`config.mk`:
```
export PLATFORM = sky130hd
export DESIGN_NAME = cfg_chain_loader_flat
export DESIGN_NICKNAME = d
export VERILOG_FILES = /design/src/rtl/cfg_chain_loader_pkg.sv /design/src/rtl/cfg_chain_loader_if.sv /design/src/rtl/cfg_chain_loader_piso.sv /design/src/rtl/cfg_chain_loader.sv /design/src/flat_wrapper.sv
export SDC_FILE = /design/constraint.sdc
export NUM_CORES = 1
export LEC_CHECK = 0
export ABC_AREA = 0
export BUFFER_PORTS_ARGS = -buffer_cell sky130_fd_sc_hd__buf_2
export CORE_UTILIZATION = 60
export CTS_BUF_LIST = sky130_fd_sc_hd__clkbuf_2
export DETAILED_ROUTE_END_ITERATION = 8
export GPL_ROUTABILITY_DRIVEN = 0
export PLACE_DENSITY = 0.82
export SLEW_MARGIN = 20
export SYNTH_ARGS = -nofsm -noshare
export SYNTH_HDL_FRONTEND = slang
export SYNTH_HIERARCHICAL = 1
export SYNTH_SLANG_ARGS = --single-unit
```
`constraint.sdc`:
```
create_clock -name clk -period 3 [get_ports clk]
set_clock_uncertainty 0.2 [all_clocks]
set_input_delay 0.15 -clock clk [delete_from_list [all_inputs] [get_ports clk]]
set_output_delay 0.15 -clock clk [all_outputs]
set_load 0.01 [all_outputs]
```
`src/rtl/cfg_chain_loader_pkg.sv`:
```
// cfg_chain_loader_pkg: shared state encoding and sizing helpers for the config chain loader.
package cfg_chain_loader_pkg;

    typedef enum logic [2:0] {IDLE, CLEAR, LOAD, SHIFT, DONE} state_e;

    function automatic int word_count(input int chain_len, input int word_w);
        return (chain_len + word_w - 1) / word_w;
    endfunction

endpackage

```
`src/rtl/cfg_chain_loader_if.sv`:
```
// cfg_chain_loader_if: host-side word stream and chain-side control signals of the loader.
interface cfg_chain_loader_if #(parameter int WORD_W = 32);

    logic              start;
    logic              word_valid;
    logic [WORD_W-1:0] word_data;
    logic              word_ready;
    logic              cfg_bit;
    logic              cfg_shift;
    logic              cfg_reset;
    logic              busy;
    logic              done;

    modport master (
        output start, word_valid, word_data,
        input  word_ready, cfg_bit, cfg_shift, cfg_reset, busy, done
    );

    modport slave (
        input  start, word_valid, word_data,
        output word_ready, cfg_bit, cfg_shift, cfg_reset, busy, done
    );

endinterface

```
`src/rtl/cfg_chain_loader_piso.sv`:
```
// cfg_piso: parallel-load, LSB-first serial-out register that stops on the last valid bit.
module cfg_piso #(
    parameter  int WORD_W = 32,
    localparam int CW     = $clog2(WORD_W + 1)
) (
    input  logic              clk,
    input  logic              reset,
    input  logic              load_i,
    input  logic              shift_i,
    input  logic [CW-1:0]     len_i,
    input  logic [WORD_W-1:0] data_i,
    output logic              bit_o,
    output logic              last_o
);

    logic [WORD_W-1:0] sreg_q, sreg_d;
    logic [CW-1:0]     cnt_q, cnt_d, len_q, len_d;
    logic              adv;

    // The final bit is not shifted out so bit_o holds it while the chain is idle.
    assign adv    = shift_i && !last_o;
    assign bit_o  = sreg_q[0];
    assign last_o = cnt_q == len_q;

    always_comb begin
        sreg_d = load_i ? data_i : adv ? sreg_q >> 1 : sreg_q;
        cnt_d  = load_i ? CW'(1) : adv ? cnt_q + 1'b1 : cnt_q;
        len_d  = load_i ? len_i : len_q;
    end

    always_ff @(posedge clk) begin
        if (reset) begin
            sreg_q <= '0;
            cnt_q  <= '0;
            len_q  <= '0;
        end else begin
            sreg_q <= sreg_d;
            cnt_q  <= cnt_d;
            len_q  <= len_d;
        end
    end

endmodule

```
`src/rtl/cfg_chain_loader.sv`:
```
// cfg_chain_loader: clears the PE config chain, then serializes CHAIN_LEN bits from a word stream.
module cfg_chain_loader
    import cfg_chain_loader_pkg::*;
#(
    parameter int WORD_W       = 32,
    parameter int CHAIN_LEN    = 1024,
    parameter int CLEAR_CYCLES = 2
) (
    input logic              clk,
    input logic              reset,
    cfg_chain_loader_if.slave bus
);

    localparam int BW = $clog2(CHAIN_LEN + 1);
    localparam int CW = $clog2(WORD_W + 1);
    localparam int KW = CLEAR_CYCLES > 1 ? $clog2(CLEAR_CYCLES) : 1;

    state_e        state_q, state_d;
    logic [BW-1:0] sent_q, sent_d, remain;
    logic [KW-1:0] clr_q, clr_d;
    logic [CW-1:0] len;
    logic          accept, last;

    assign remain = BW'(CHAIN_LEN) - sent_q;
    assign len    = int'(remain) >= WORD_W ? CW'(WORD_W) : CW'(remain);
    assign accept = state_q == LOAD && bus.word_valid;

    always_comb begin
        state_d = state_q;
        sent_d  = sent_q;
        clr_d   = clr_q;
        unique case (state_q)
            IDLE, DONE: if (bus.start) begin
                state_d = CLEAR;
                clr_d   = KW'(CLEAR_CYCLES - 1);
                sent_d  = '0;
            end
            CLEAR: begin
                state_d = clr_q == '0 ? LOAD : CLEAR;
                clr_d   = clr_q == '0 ? clr_q : clr_q - 1'b1;
            end
            LOAD: state_d = bus.word_valid ? SHIFT : LOAD;
            SHIFT: begin
                sent_d  = sent_q + 1'b1;
                state_d = !last ? SHIFT : sent_d == BW'(CHAIN_LEN) ? DONE : LOAD;
            end
            default: state_d = IDLE;
        endcase
    end

    always_ff @(posedge clk) begin
        if (reset) begin
            state_q <= IDLE;
            sent_q  <= '0;
            clr_q   <= '0;
        end else begin
            state_q <= state_d;
            sent_q  <= sent_d;
            clr_q   <= clr_d;
        end
    end

    cfg_piso #(.WORD_W(WORD_W)) u_piso (
        .clk     (clk),
        .reset   (reset),
        .load_i  (accept),
        .shift_i (state_q == SHIFT),
        .len_i   (len),
        .data_i  (bus.word_data),
        .bit_o   (bus.cfg_bit),
        .last_o  (last)
    );

    // Every control output is a pure decode of the state register.
    assign bus.word_ready = state_q == LOAD;
    assign bus.cfg_shift  = state_q == SHIFT;
    assign bus.cfg_reset  = state_q == CLEAR;
    assign bus.busy       = state_q inside {CLEAR, LOAD, SHIFT};
    assign bus.done       = state_q == DONE;

endmodule
```
`src/flat_wrapper.sv`:
```
// flat-port wrapper written by rule: the top's interface ports become plain ports
module cfg_chain_loader_flat import cfg_chain_loader_pkg::*;
#(
    parameter int WORD_W       = 32,
    parameter int CHAIN_LEN    = 1024,
    parameter int CLEAR_CYCLES = 2
)
  (clk, reset, bus_start, bus_word_valid, bus_word_data, bus_word_ready, bus_cfg_bit, bus_cfg_shift, bus_cfg_reset, bus_busy, bus_done);
  cfg_chain_loader_if #(.WORD_W(WORD_W)) bus_i ();
  input logic clk;
  input logic reset;
  input wire logic [$bits(bus_i.start)-1:0] bus_start;
  input wire logic [$bits(bus_i.word_valid)-1:0] bus_word_valid;
  input wire logic [$bits(bus_i.word_data)-1:0] bus_word_data;
  output wire logic [$bits(bus_i.word_ready)-1:0] bus_word_ready;
  output wire logic [$bits(bus_i.cfg_bit)-1:0] bus_cfg_bit;
  output wire logic [$bits(bus_i.cfg_shift)-1:0] bus_cfg_shift;
  output wire logic [$bits(bus_i.cfg_reset)-1:0] bus_cfg_reset;
  output wire logic [$bits(bus_i.busy)-1:0] bus_busy;
  output wire logic [$bits(bus_i.done)-1:0] bus_done;
  assign bus_i.start = bus_start;
  assign bus_i.word_valid = bus_word_valid;
  assign bus_i.word_data = bus_word_data;
  assign bus_word_ready = bus_i.word_ready;
  assign bus_cfg_bit = bus_i.cfg_bit;
  assign bus_cfg_shift = bus_i.cfg_shift;
  assign bus_cfg_reset = bus_i.cfg_reset;
  assign bus_busy = bus_i.busy;
  assign bus_done = bus_i.done;
  cfg_chain_loader #(.WORD_W(WORD_W), .CHAIN_LEN(CHAIN_LEN), .CLEAR_CYCLES(CLEAR_CYCLES)) u_core (.clk(clk), .reset(reset), .bus(bus_i));
endmodule
```
==> impl_table.tex <==
\begin{tabular}{lr}
\hline
Metric & Value \\
\hline
\multicolumn{2}{l}{\textbf{Power and ir drop}} \\
\quad Cell area power density & 458.4 nW/um2 \\
\quad Static Leakage & 0.001837 uW \\
\quad Largest voltage drop on the vdd net & 0.2483 mV \\
\quad Comb pwr share & 0.234 \\
\quad Switching portion of total power & 0.3074 \\
\quad Net switching power & 585.3 uW \\
\quad Internal cell power & 1319 uW \\
\quad Share of total power in the clock network & 0.295 \\
\quad Total Power Consumption & 1904 uW \\
\quad Reg power frac & 0.471 \\
\multicolumn{2}{l}{\textbf{Cells and area}} \\
\quad Filler cell count & 417 \\
\quad Area used by multi-input combinational logic & 1986 um2 \\
\quad Final Net Count & 539 \\
\quad Register area & 1181 um2 \\
\quad Layout cells sized above 1 & 0.1528 \\
\quad Post-synthesis to final-layout area growth & 18.15\% \\
\quad Count of inserted antenna diode cells & 0 \\
\quad Final Instance Area & 4154 um2 \\
\multicolumn{2}{l}{\textbf{Synthesis}} \\
\quad Most used standard cell by instance count after synthesis & sky130\_fd\_sc\_hd\_\_dfxtp\_1 \\
\quad Share of flip-flops with an asynchronous set or reset & 0 \\
\quad Synth area leader & sky130\_fd\_sc\_hd\_\_dfxtp\_1 \\
\quad Top cells by count, synth & sky130\_fd\_sc\_hd\_\_dfxtp\_1 (59), sky130\_fd\_sc\_hd\_\_nor2\_1 (56), sky130\_fd\_sc\_hd\_\_a21oi\_1 (52) \\
\quad Seq/Total Area, Yosys & 0.3359 \\
\quad Number of unique standard cell types used by synthesis & 53 \\
\quad Cell area after synthesis & 3516 um2 \\
\quad Largest cells by area after synthesis & sky130\_fd\_sc\_hd\_\_dfxtp\_1 (34\%), sky130\_fd\_sc\_hd\_\_o311a\_1 (7.7\%), sky130\_fd\_sc\_hd\_\_a21oi\_1 (7.4\%), sky130\_fd\_sc\_hd\_\_o211ai\_1 (6.2\%), sky130\_fd\_sc\_hd\_\_nor2\_1 (6.0\%) \\
\quad Post-synthesis instance total & 445 \\
\quad Most used flip-flop cell after synthesis & sky130\_fd\_sc\_hd\_\_dfxtp\_1 \\
\quad Flip-flop and latch count after synthesis & 59 \\
\quad YS warnings & 6 \\
\quad Number of enable flip-flop cells after synthesis & 0 \\
\quad Share of Yosys cell area claimed by the top area cell type & 0.3359 \\
\quad Number of nets produced by synthesis & 485 \\
\quad Mean post-synth cell area & 7.901 um2 \\
\multicolumn{2}{l}{\textbf{Global routing}} \\
\quad Wire length of the first global-routing pass & 14.37 mm \\
\quad Overflow left after global routing & 0 \\
\quad Antenna violations before repair & 0 \\
\quad Maximum number of pins on one net before global-route repair & 48 \\
\quad Overall global routing resource usage & 0.2903 \\
\quad Number of global-route vias before repair & 3348 \\
\multicolumn{2}{l}{\textbf{STA}} \\
\quad Slew headroom & 0.4213 \\
\quad Final slew viol count & 0 \\
\quad Final hold violation count & 0 \\
\quad Actual transition at the worst max-transition pin & 0.8680 ns \\
\quad F\_max & 0.3996 GHz \\
\quad Final critical delay including setup and external delays & 2.503 ns \\
\quad Setup repair after global routing missed its margin & false \\
\quad Setup ws final & 0.4973 ns \\
\quad Setup violation total in the final timing report & 0 \\
\quad TNS Setup & 0 ns \\
\quad Tcrit/Tclk final & 0.8342 \\
\multicolumn{2}{l}{\textbf{Route}} \\
\quad Drt drc & 0 \\
\quad Vias per cell & 5.990 \\
\quad DRT Wirelength & 8.495 mm \\
\quad Count of nets left with antenna violations after detail routing & 0 \\
\quad Average routed wire per standard cell & 14.75 um \\
\quad DRC marker count from the first detailed-route iteration & 216 \\
\quad Routed via count & 3450 \\
\quad Number of iterations in the first detailed-routing pass & 5 \\
\multicolumn{2}{l}{\textbf{Clock tree}} \\
\quad Post-CTS setup buffer count & 0 \\
\quad Number of sinks driven by the clock tree & 59 \\
\quad Max H-tree Level & 3 \\
\quad Max Root-Sink Buffers & 2 \\
\quad Post-CTS sizing & 0 \\
\quad Number of buffers added by the clock tree synthesis step & 9 \\
\quad Clock tree root driver cell & sky130\_fd\_sc\_hd\_\_clkbuf\_2 \\
\quad Clock latency at the later pin of the worst-skew pair & 0.48 ns \\
\quad TritonCTS clock tree & yes \\
\quad Clock slew at reported path FFs & 0.18 ns \\
\multicolumn{2}{l}{\textbf{Worst setup path}} \\
\quad Data arrival time of the worst path & 2.69 ns \\
\quad Crit path launch type & register \\
\quad Cell with the biggest individual delay on the critical path & sky130\_fd\_sc\_hd\_\_a21oi\_1 \\
\quad Critical path's largest stage delay & 0.68 ns \\
\quad Cell chain of the critical path & inv\_1, nand3\_1, buf\_4, inv\_1, buf\_4, a21oi\_1, o21ai\_0, a21oi\_1 \\
\quad Critical path class & register to register \\
\quad Endpoint class of the critical path & register \\
\quad Maximum fanout count along the critical path & 12 \\
\quad Worst Path Required & 3.19 ns \\
\multicolumn{2}{l}{\textbf{Floorplanning}} \\
\quad Standard-cell row count & 27 \\
\quad I/O pin total & 42 \\
\quad Chip Height & 78.55 um \\
\quad Core ar. & 5574 um2 \\
\quad Die X-Extent & 78.55 um \\
\quad Die footprint & 6170 um2 \\
\quad Initial core utilization & 0.6308 \\
\multicolumn{2}{l}{\textbf{Run status}} \\
\quad Result of the run & finished clean \\
\multicolumn{2}{l}{\textbf{Hold path}} \\
\quad Class of the tightest hold or removal check & input pin to register \\
\multicolumn{2}{l}{\textbf{Placed design}} \\
\quad Detailed placement HPWL & 5.196 mm \\
\quad Port-buffer cells & 41 \\
\quad Cell area reported after detailed placement & 3684 um2 \\
\quad DP Worst Slack & 0.5941 ns \\
\multicolumn{2}{l}{\textbf{Job}} \\
\quad Number of max-cap violations & 0 \\
\hline
\end{tabular}
## cell type report
class / instances / area share
clock inverters: 6 / 0.01928
repair buffers: 86 / 0.1512
well taps: 72 / 0.02169
flip-flops and latches: 59 / 0.2843
multi-input cells: 306 / 0.4780
inverters: 37 / 0.03343
clock buffers: 10 / 0.01205
## power groups by stage
stage               logic, uW  clock network [uW]  registers (uW)
floorplan                 317                   0             890
global placement          385                   0             908
detailed placement        397                   0             911
CTS                       439                 577             894
global route              490                 612             906
finish                    446                 561             897
## logic make-up after synthesis
family | synth area share
compound gates | 0.2932
mux | 0.03417
xor+xnor | 0.02989
buf+inv | 0.1000
simple gates | 0.1925
flops | 0.3359
fa+ha+maj | 0.01424
## stage by stage
stage          instances    util  hold slack [ns]
3_3_place_gp         526  0.6608           0.2455
4_1_cts              576  0.7452         0.006323
5_1_grt              576  0.7452          0.03424
6_report             576  0.7452          0.05132
2_1_floorplan        445       -          0.01907
3_5_place_dp         526  0.6608           0.2415
## layout by cell type, fill, tap and decap left out, drive strengths merged, types with 6 or more instances in the layout
master       count
clkbuf          10
o311a           27
o211ai          29
a2111oi          6
nor2            56
buf             52
mux2i           12
nand3            8
a21oi           53
dlygate4sd3     34
dfxtp           59
inv             37
nand2           17
and3             7
nor3             9
o21ai           12
xnor2           10
## critical path, delay by kind of cell, from the launching register on
kind	cells	cell delay, ns
buf+inv	4	0.59
compound gates	3	1.11
simple gates	1	0.08
flops	1	0.43
## repair_timing
item | 4_1_cts | 5_1_grt
setup endpoints to repair | 0 | 0
endpoints found under the hold margin | 35 | 0
hold buffers | 34 | 0
## per-layer routing
| metal | share of wire | vias to the layer above | global-route usage |
|---|---|---|---|
| met5 | 0 | - | 0 |
| met4 | 0.014 | 0 | 0.1019 |
| met3 | 0.046 | 17 | 0.06395 |
| met2 | 0.51 | 109 | 0.5322 |
| met1 | 0.43 | 1600 | 0.3264 |
| li1 | - | 1724 | - |
## registers in the layout, summed over array words and instances (netlist names)
name	flops
u_core/u_piso/cnt_q	6
u_core/u_piso/sreg_q	32
u_core/sent_q	11
u_core/u_piso/len_q	6
u_core/state_q	3
u_core/clr_q	1
## final timing paths
| kind | from | endpoint | slack [ns] | cells after the start |
|---|---|---|---|---|
| setup / recovery | u_core/state_q[2] | u_core/sent_q[3] | 0.50 | 8 |
| hold / removal | bus_word_valid | u_core/u_piso/sreg_q[31] | 0.05 | 4 |
| setup reg to reg | u_core/state_q[2] | u_core/sent_q[3] | 0.50 | 8 |
| hold reg to reg | u_core/u_piso/cnt_q[5] | u_core/u_piso/cnt_q[5] | 0.30 | 2 |
Power figures use the tool's default switching activity.
